<file path="src/rtl/gpr_port_arbiter.sv">
// Purpose: round-robin arbiter/sequencer for the single shared GPR port, two masters.
// Latency: grant 1 cycle after sample; write done +2, read done (with rdata) +3.
// Backpressure: a request is held until gnt; while busy, new requests wait for IDLE.
//
// Ports:
//   clk, rst_n                 clock, synchronous active-low reset
//   req*/wr*/addr*/wdata*      master request, op type, address, write data
//   gnt*, done*                one-cycle accept / completion pulses to the masters
//   rdata                      captured read result, held until the next read capture
//   busy                       arbiter is in ISSUE, HOLD or DONE
//   gpr_*                      register file port controls and read data
module gpr_port_arbiter #(
    parameter int DATA_W = 14,
    parameter int ADDR_W = 12,
    parameter int REG_W  = 4
) (
    input  logic              clk,
    input  logic              rst_n,
    input  logic              req0,
    input  logic              req1,
    input  logic              wr0,
    input  logic              wr1,
    input  logic [ADDR_W-1:0] addr0,
    input  logic [ADDR_W-1:0] addr1,
    input  logic [DATA_W-1:0] wdata0,
    input  logic [DATA_W-1:0] wdata1,
    output logic              gnt0,
    output logic              gnt1,
    output logic              done0,
    output logic              done1,
    output logic [DATA_W-1:0] rdata,
    output logic              busy,
    output logic [ADDR_W-1:0] gpr_address_in,
    output logic [ADDR_W-1:0] gpr_address_out,
    output logic [DATA_W-1:0] gpr_data_in,
    input  logic [DATA_W-1:0] gpr_data_out,
    output logic              gpr_rd,
    output logic              gpr_wr
);

    // A read addresses three REG_W-wide fields, so the address must hold them.
    generate
        if (ADDR_W < 3 * REG_W) begin : g_bad_params
            $error("gpr_port_arbiter: ADDR_W must hold three REG_W fields");
        end
    endgenerate

    typedef enum logic [1:0] {
        S_IDLE  = 2'd0,
        S_ISSUE = 2'd1,
        S_HOLD  = 2'd2,
        S_DONE  = 2'd3
    } state_t;

    state_t state_q, state_d;

    // win_q: 1 = master 1 owns the current op. last_q: master served most recently.
    logic win_q, win_d;
    logic op_wr_q, op_wr_d;
    logic last_q, last_d;

    logic              gnt0_d, gnt1_d, done0_d, done1_d, busy_d;
    logic              gpr_rd_d, gpr_wr_d;
    logic [DATA_W-1:0] rdata_d, gpr_data_in_d;
    logic [ADDR_W-1:0] gpr_address_in_d, gpr_address_out_d;

    // Master 1 wins when it is alone, or on a tie when master 0 was served last.
    logic              pick1;
    logic              sel_wr;
    logic [ADDR_W-1:0] sel_addr;
    logic [DATA_W-1:0] sel_wdata;

    assign pick1     = req1 & (~req0 | ~last_q);
    assign sel_wr    = pick1 ? wr1    : wr0;
    assign sel_addr  = pick1 ? addr1  : addr0;
    assign sel_wdata = pick1 ? wdata1 : wdata0;

    // Every output is computed here for the next cycle and registered below,
    // so the GPR sees glitch-free controls aligned with the state register.
    always_comb begin
        state_d           = state_q;
        win_d             = win_q;
        op_wr_d           = op_wr_q;
        last_d            = last_q;
        gnt0_d            = 1'b0;
        gnt1_d            = 1'b0;
        done0_d           = 1'b0;
        done1_d           = 1'b0;
        gpr_rd_d          = 1'b0;
        gpr_wr_d          = 1'b0;
        rdata_d           = rdata;
        gpr_address_in_d  = gpr_address_in;
        gpr_address_out_d = gpr_address_out;
        gpr_data_in_d     = gpr_data_in;

        case (state_q)
            S_IDLE: begin
                if (req0 || req1) begin
                    state_d = S_ISSUE;
                    win_d   = pick1;
                    op_wr_d = sel_wr;
                    gnt0_d  = ~pick1;
                    gnt1_d  = pick1;
                    // Only the bus for this op moves; the other keeps its value.
                    if (sel_wr) begin
                        gpr_wr_d         = 1'b1;
                        gpr_address_in_d = sel_addr;
                        gpr_data_in_d    = sel_wdata;
                    end else begin
                        gpr_rd_d          = 1'b1;
                        gpr_address_out_d = sel_addr;
                    end
                end
            end
            S_ISSUE: begin
                if (op_wr_q) begin
                    state_d = S_DONE;
                    done0_d = ~win_q;
                    done1_d = win_q;
                end else begin
                    // Second read cycle gives the GPR's adder time to settle.
                    state_d  = S_HOLD;
                    gpr_rd_d = 1'b1;
                end
            end
            S_HOLD: begin
                state_d = S_DONE;
                rdata_d = gpr_data_out;
                done0_d = ~win_q;
                done1_d = win_q;
            end
            S_DONE: begin
                state_d = S_IDLE;
                last_d  = win_q;
            end
            default: begin
                state_d = S_IDLE;
            end
        endcase

        busy_d = (state_d != S_IDLE);
    end

    always_ff @(posedge clk) begin
        if (!rst_n) begin
            state_q         <= S_IDLE;
            win_q           <= 1'b0;
            op_wr_q         <= 1'b0;
            last_q          <= 1'b1;
            gnt0            <= 1'b0;
            gnt1            <= 1'b0;
            done0           <= 1'b0;
            done1           <= 1'b0;
            busy            <= 1'b0;
            gpr_rd          <= 1'b0;
            gpr_wr          <= 1'b0;
            rdata           <= '0;
            gpr_address_in  <= '0;
            gpr_address_out <= '0;
            gpr_data_in     <= '0;
        end else begin
            state_q         <= state_d;
            win_q           <= win_d;
            op_wr_q         <= op_wr_d;
            last_q          <= last_d;
            gnt0            <= gnt0_d;
            gnt1            <= gnt1_d;
            done0           <= done0_d;
            done1           <= done1_d;
            busy            <= busy_d;
            gpr_rd          <= gpr_rd_d;
            gpr_wr          <= gpr_wr_d;
            rdata           <= rdata_d;
            gpr_address_in  <= gpr_address_in_d;
            gpr_address_out <= gpr_address_out_d;
            gpr_data_in     <= gpr_data_in_d;
        end
    end

endmodule

</file>
<file path="config.mk">
export PLATFORM = sky130hd
export DESIGN_NAME = gpr_port_arbiter
export DESIGN_NICKNAME = d
export VERILOG_FILES = /design/src/rtl/gpr_port_arbiter.sv
export SDC_FILE = /design/constraint.sdc
export NUM_CORES = 1
export LEC_CHECK = 0
export CORE_ASPECT_RATIO = 0.8
export CORE_MARGIN = 2
export CORE_UTILIZATION = 41
export CTS_CLUSTER_SIZE = 25
export DETAILED_ROUTE_END_ITERATION = 10
export GPL_ROUTABILITY_DRIVEN = 0
export PLACE_DENSITY = 0.93
export SETUP_SLACK_MARGIN = 0.02
export SKIP_CTS_REPAIR_TIMING = 1
export SLEW_MARGIN = 20
export SYNTH_ARGS = -nofsm -noshare
export SYNTH_HDL_FRONTEND = slang
export SYNTH_SLANG_ARGS = --single-unit
</file>
<file path="constraint.sdc">
create_clock -name clk -period 2 [get_ports clk]
set_input_delay 0.5 -clock clk [delete_from_list [all_inputs] [get_ports clk]]
set_output_delay 0.5 -clock clk [all_outputs]
set_load 0.02 [all_outputs]
</file>
# Word level (Yosys, flattened, before mapping)
# Index checks and enable logic that the tools add are counted.
[totals]
regBits = 64
[classes]
n_eq_ne = 3
n_reduce_logical = 7
bitwise = 7
n_mux = 15
[op_table]
columns = ["operator", "count"]
rows = [
  ["two-way mux 14 bit", 1],
  ["two-way mux 12 bit", 1],
  ["AND reduction 3 bit", 3],
  ["two-way mux 1 bit", 8],
  ["one-hot mux 2 bit (4 select lines)", 1],
  ["one-hot mux 1 bit (2 select lines)", 3],
  ["inverter 1 bit", 5],
  ["== test 2 bit, second input constant", 2],
  ["== test 2 x 1 -> 1 bit, second input constant", 1],
  ["zero test 2 bit", 1],
  ["two-way mux 2 bit", 1],
  ["AND reduction 2 bit", 1],
  ["nonzero test 2 bit", 1],
  ["bitwise AND 1 bit", 1],
  ["logical OR 1 bit", 1],
  ["OR 1 bit", 1],
]

# Depth between registers and ports, before layout
# Gate-level depths: netlist (run 1).
[logic_depth]
word_depth = 7
mapped_depth = 7

# Worst setup path before layout (run 1)
# No wires, ideal clock.
[synth_timing]
path_type = "input-to-reg"
start = "input req1"
end = "register gpr_address_in[10]"
setup_slack_ns = 0.315
stages = 7
t_arrival_ns = 1.569
setup_ns = 0.116
required_time_ns = 1.884
path_cell_list = "a21boi_2 > a32o_1 > buf_6 > and2_1 > buf_6 > buf_6 > o211a_1"
[synth_between]
elab_chain_cells = 3
[synth_rtl]
columns = ["element", "line_no", "text"]
rows = [
  ["start: declaration", "20", "input logic req1,"],
  ["bitwise AND 1 bit", "73", "assign pick1 = req1 & (~req0 | ~last_q);"],
  ["two-way mux 1 bit", "74", "assign sel_wr = pick1 ? wr1 : wr0;"],
  ["AND reduction 3 bit (no line)", "--", ""],
  ["end signal: assignment", "174", "gpr_address_in <= gpr_address_in_d;"],
  ["end: declaration", "33", "output logic [ADDR_W-1:0] gpr_address_in,"],
]
# Several ways; a longest one is shown, not always the timed one.
# A chain may end at the register's enable or synchronous reset.

# Final worst setup path (run 1)
[layout_timing]
start = "input req1"
end = "register gpr_data_in[6]"
[layout_between]
elab_chain_cells = 3
[layout_rtl]
columns = ["element", "line_no", "text"]
rows = [
  ["bitwise AND 1 bit", "73", ""],
  ["two-way mux 1 bit", "74", ""],
  ["AND reduction 3 bit (no line)", "--", ""],
  ["end signal: assignment", "176", "gpr_data_in <= gpr_data_in_d;"],
  ["end: declaration", "35", "output logic [DATA_W-1:0] gpr_data_in,"],
]
# Several ways; a longest one is shown, not always the timed one.

==> results of run 1 <==
## layer usage
layer / wire length, um / GRT usage [%]
met5: 0 / 0
met4: 95 / 6.812
met3: 515 / 7.760
met2: 3676 / 35.63
met1: 3152 / 25.20
## cell families (layout without fill, tap and decap cells)
| logic type | count (synthesis) | in the layout | synth area share [%] |
|---|---|---|---|
| muxes | 42 | 42 | 15.41 |
| and+or+nand+nor | 68 | 68 | 13.53 |
| buffers and inverters | 30 | 168 | 5.731 |
| adders and majority gates | 4 | 4 | 1.834 |
| DFF | 64 | 64 | 46.95 |
| AOI/OAI and AO/OA | 47 | 47 | 16.55 |
## final cells by class
type	count	area, um^2
Clock buffer	13	158.9
Timing Repair Buffer	147	1449
Clock inverter	3	40.04
Tap cell	84	105.1
Sequential cell	64	1281
Multi-Input combinational cell	161	1301
Fill cell	499	2054
Inverter	5	18.77
## layout by cell type (no fill, tap or decap), types with 3 or more instances in the layout
cell	n
buf_4	15
clkbuf_8	11
clkdlybuf4s50_1	129
dfxtp_1	64
ha_1	3
inv_1	5
mux2i_1	42
nand2_1	3
nand3_1	38
nor2b_1	16
o211a_1	38
o21a_1	3
## worst max-delay path, cell delays in order
cell,delay (ns)
clkdlybuf4s50_1,0.51
a21boi_4,0.23
a32o_1,0.22
buf_4,0.30
nand3_1,0.14
o211a_1,0.15
## power by group through the flow
stage	registers (uW)	logic [uW]	clock network, uW
4_1_cts	1710	1950	1140
6_report	1710	1940	1120
2_1_floorplan	2010	798	0
3_5_place_dp	1730	1940	0
3_3_place_gp	1720	1890	0
5_1_grt	1740	2080	1200
## how the worst max path moves through the flow
| stage | cells after the start | start | endpoint | slack [ns] |
|---|---|---|---|---|
| after floorplan | 7 | req1 | gpr_address_in[10] | 0.31 |
| after global placement | 6 | req1 | gpr_address_out[4] | -0.14 |
| after detailed placement | 6 | req1 | gpr_address_out[4] | -0.19 |
| after CTS | 1 | gpr_address_in[11] | gpr_address_in[11] | 0.16 |
| after global routing | 6 | req1 | gpr_data_in[6] | 0.03 |
| final | 6 | req1 | gpr_data_in[6] | 0.16 |
## stage by stage
stage / setup slack (ns) / hold slack [ns] / utilization (%) / std cells
after detailed placement: -0.1936 / 0.4852 / 64.84 / 461
after CTS: 0.1599 / 0.4976 / 67.94 / 477
after floorplan: 0.3149 / 0.4370 / - / 255
after global routing: 0.03484 / 0.5167 / 67.94 / 477
after global placement: -0.1442 / 0.4792 / 64.84 / 461
final: 0.1588 / 0.4960 / 67.94 / 477
## registers in the layout (all words and copies together), names as in the netlist
name	cells
busy	1
done0	1
done1	1
gnt0	1
gnt1	1
gpr_address_in	12
gpr_address_out	12
gpr_data_in	14
gpr_rd	1
gpr_wr	1
last_q	1
op_wr_q	1
rdata	14
state_q	2
win_q	1
==> impl_metrics.py, run 1 <==
metrics = {
    "run_status": {
        "status": "finished, final reports clean",
    },
    "detailed_routing": {
        "vias": 2441,
        "drt_first_pass_iters": 6,
        "drc_errors": 0,
        "routedWlPerCell_um": 15.60,
        "drt_iter0_markers": 58,
        "antenna_left": 0,
        "via_per_inst": 5.117,
        "drt-total-wl_um": 7440,
    },
    "cts": {
        "clk_latency_ns": 0.34,
        "cts_root_buffer": "clkbuf_8",
        "h-tree-depth": 3,
        "clockBufferDepth": 2,
        "cts_made_buffers": 9,
        "numClockSinks": 64,
        "cts_tree": "done",
        "clk_pin_slew_worst_paths_ns": 0.06,
    },
    "yosys": {
        "ys_warn_count": 0,
        "synthesis.area_um2": 2729,
        "synth_edf_count": 0,
        "synth_commonest_cells": "dfxtp_1, mux2i_1, nand3_1, o211a_1, nor2b_1",
        "synth_top_area_cell": "dfxtp_1",
        "synth_cells": 255,
        "syn_nets": 331,
        "synth.top_cell.area_share_pct": 46.95,
        "yosysMostFrequentCell": "dfxtp_1",
        "synthTopCellsByArea": "dfxtp_1, mux2i_1, o211a_1",
        "synthArstFlopShare_pct": 0,
        "ys_ff_latch": 64,
        "ys.flop_type": "dfxtp_1",
        "avgSynthCellArea_um2": 10.70,
        "ys_seq_area_share_pct": 46.95,
        "synth_cell_types": 27,
    },
    "power_and_ir_drop": {
        "power_uw": 4765,
        "ir_worst_vdd_mv": 0.5714,
        "netSwitchingPower_uw": 1602,
        "combPwrFrac_pct": 40.7,
        "cellPowerDensity_nw_per_um2": 1094,
        "leakagePower_uw": 0.002017,
        "seq_power_share_pct": 35.8,
        "p_clk_share_pct": 23.4,
        "p_sw_share_pct": 33.63,
        "p_int_uw": 3163,
    },
    "global_route": {
        "grt_max_degree": 31,
        "grt_pass1_vias": 2588,
        "grt_pass1_wl_um": 12170,
        "grt_use_total_pct": 21.32,
        "overflow": 0,
        "antenna_found_initial": 0,
    },
    "finish": {
        "diodes": 0,
        "fin_nets": 464,
        "design_area_um2": 4354,
        "layout-drive-gt1-share_pct": 8.651,
        "area_growth_syn_to_layout_pct": 59.56,
    },
    "floorplanning": {
        "floorplan.initialDensity_pct": 42.58,
        "io_pins": 131,
        "core_um2": 6409,
        "fp-row-count": 26,
        "die_w_um": 95.21,
        "fp.dieH_um": 76.97,
        "die_area_um2": 7328,
    },
    "worst_setup_path": {
        "crit-reg2reg-capture": "gpr_data_in[3]",
        "end_kind": "flip-flop",
        "critPathLaunchType": "input pin",
        "rrSetupSlack_ns": 0.45,
        "crit_arrival_ns": 2.07,
        "cp.required_ns": 2.23,
        "crit_path_max_fanout": 23,
        "worstRegToRegCells": 5,
        "critical_path_class": "in -> reg",
        "timing.rr.start": "last_q",
    },
    "job": {
        "cap_viol_max_count": 0,
    },
    "sta": {
        "tns_ns": 0,
        "setup_viol": 0,
        "finClkSkew_ns": 0.01064,
        "hold_viol_final": 0,
        "worst_slew_pin_slew_ns": 0.2999,
        "timing.slew.headroom_pct": 80.01,
        "rsz0062_at_grt": "no",
        "fin_crit_ns": 1.841,
        "slew_violations": 0,
        "timing.fmax_ghz": 0.5431,
        "finalCritPeriodShare_pct": 92.06,
    },
    "place": {
        "postPlaceCellArea_um2": 4155,
        "io_buffers": 130,
        "post-dp-hpwl_um": 5474,
    },
    "hold_path": {
        "hold_end": "done0",
        "hp-class": "reg -> reg",
        "min_path_cells": 1,
        "min-delay-start": "win_q",
    },
}
(Power assumes the default switching activity.)
==> run 2: changes to the inputs <==
- CORE_UTILIZATION: 41 -> 25
- PLACE_DENSITY: 0.93 -> 0.66
==> run 2 against run 1 <==
Against the previous run:
- clock-buffer cell count is 3 lower
- sequential cell count stayed put
- worst setup slack worse by 0.057 ns
- non-clock buffer count is 1 higher
- critical path depth is 1 higher
- largest power group unchanged
==> impl_metrics.py, run 2 (same netlist as run 1, synthesis figures left out) <==
metrics = {
    "sta": {
        "slew_violations": 0,
        "timing.slew.headroom_pct": 75.11,
        "timing.fmax_ghz": 0.5267,
        "fin_hold_ws_ns": 0.4976,
        "hold_viol_final": 0,
        "setup_viol": 0,
        "finClkSkew_ns": 0.005097,
        "fin_crit_ns": 1.899,
        "worst_slew_pin_slew_ns": 0.3733,
        "worst_slack_ns": 0.1013,
        "rsz0062_at_grt": "no",
        "finalCritPeriodShare_pct": 94.94,
    },
    "worst_setup_path": {
        "crit_arrival_ns": 2.11,
        "critPathLaunchType": "input pin",
        "end_kind": "flip-flop",
        "crit_chain": "clkdlybuf4s50_1 > a21boi_4 > buf_12 > buf_12 > mux2i_1 > nand3_1 > o211a_1",
        "cp.required_ns": 2.21,
        "critPathMaxStageDelay_ns": 0.51,
        "critical_path_class": "in -> reg",
        "crit_family": "buffers and inverters",
        "cpMostUsedCell": "buf_12",
        "crit_path_max_fanout": 13,
        "cpMaxStageDelayCell": "clkdlybuf4s50_1",
        "path_buf_inv": 3,
    },
    "power_and_ir_drop": {
        "power_uw": 5495,
        "ir_worst_vdd_mv": 0.4153,
        "cellPowerDensity_nw_per_um2": 1190,
        "leakagePower_uw": 0.002096,
    },
    "finish": {
        "fin_nets": 465,
        "layout-drive-gt1-share_pct": 9.391,
        "final_common_cell": "clkdlybuf4s50_1",
        "final_cell_mix": "clkdlybuf4s50_1, dfxtp_1, mux2i_1",
        "diodes": 0,
        "nFillCells": 1019,
        "fin_util_pct": 42.91,
        "reg_top3": "gpr_data_in: 14 flops, rdata: 14 flops",
        "area_growth_syn_to_layout_pct": 69.23,
        "design_area_um2": 4618,
    },
    "global_route": {
        "grt_pass1_wl_um": 12080,
        "overflow": 0,
        "grt_use_total_pct": 13.07,
        "grt_pass1_vias": 2430,
        "grt_max_degree": 28,
        "antenna_found_initial": 0,
    },
    "place": {
        "post-dp-hpwl_um": 5647,
        "pre_cts_slack_ns": -0.2408,
        "io_buffers": 130,
        "postPlaceCellArea_um2": 4260,
    },
    "detailed_routing": {
        "drt-total-wl_um": 7672,
        "vias": 2391,
        "via_per_inst": 4.444,
        "routedWlPerCell_um": 14.26,
        "antenna_left": 0,
        "drt_iter0_markers": 76,
        "drt_first_pass_iters": 4,
        "drc_errors": 0,
    },
    "cts": {
        "h-tree-depth": 3,
        "clk_pin_slew_worst_paths_ns": 0.06,
        "numClockSinks": 64,
        "cts_tree": "done",
        "clk_latency_ns": 0.32,
        "cts_root_buffer": "clkbuf_16",
        "cts_made_buffers": 9,
        "clockBufferDepth": 2,
    },
    "floorplanning": {
        "die_area_um2": 11770,
        "die_w_um": 120.8,
        "floorplan.initialDensity_pct": 25.35,
        "fp-row-count": 34,
        "fp.dieH_um": 97.45,
        "core_um2": 10760,
        "io_pins": 131,
    },
    "hold_path": {
        "hp-class": "reg -> reg",
    },
    "job": {
        "cap_viol_max_count": 0,
    },
    "run_status": {
        "status": "finished, final reports clean",
    },
}
==> run 2: cell count changes in the layout (fill, tap and decap cells not counted), sizes merged <==
cell / delta
clkinv: -1
clkbuf: -3
clkinvlp: +1
bufinv: +2
inv: +1
buf: +1
==> run 2: final timing paths <==
check        slack (ns)  depth (start not counted)               from                 to
min reg2reg        0.50                          1  gpr_address_in[9]  gpr_address_in[9]
max reg2reg        0.47                          5             last_q     gpr_data_in[8]
min                0.50                          1  gpr_address_in[9]  gpr_address_in[9]
max                0.10                          7               req1     gpr_data_in[9]
==> run 2: stage by stage <==
stage / std cells / setup TNS (ns)
after detailed placement: 522 / -5.417
final: 538 / 0
after CTS: 538 / 0
after floorplan: 255 / 0
after global placement: 522 / -3.520
after global routing: 538 / 0
==> run 2: final cells by class <==
| cell class | count | area (um^2) | share of cell area (%) |
|---|---|---|---|
| clock buffers | 10 | 239.0 | 5.175 |
| flip-flops and latches | 64 | 1281 | 27.74 |
| repair buffers | 148 | 1481 | 32.08 |
| well taps | 144 | 180.2 | 3.901 |
| multi-input cells | 161 | 1303 | 28.20 |
| clock inverters | 6 | 115.1 | 2.493 |
| inverters | 5 | 18.77 | 0.4064 |
==> run 2: layer usage <==
metal / up-vias / routed length [um] / global-route usage (%)
met1: 1108 / 3509 / 15.65
met3: 10 / 581 / 4.871
li1: 1193 / - / -
met5: - / 0 / 0
met4: 0 / 84 / 4.293
met2: 80 / 3497 / 21.56
==> run 2: power breakdown <==
part / internal [uW] / switching (uW)
logic: 974 / 975
clock network: 1260 / 584
registers: 1550 / 154
total: 3780 / 1710
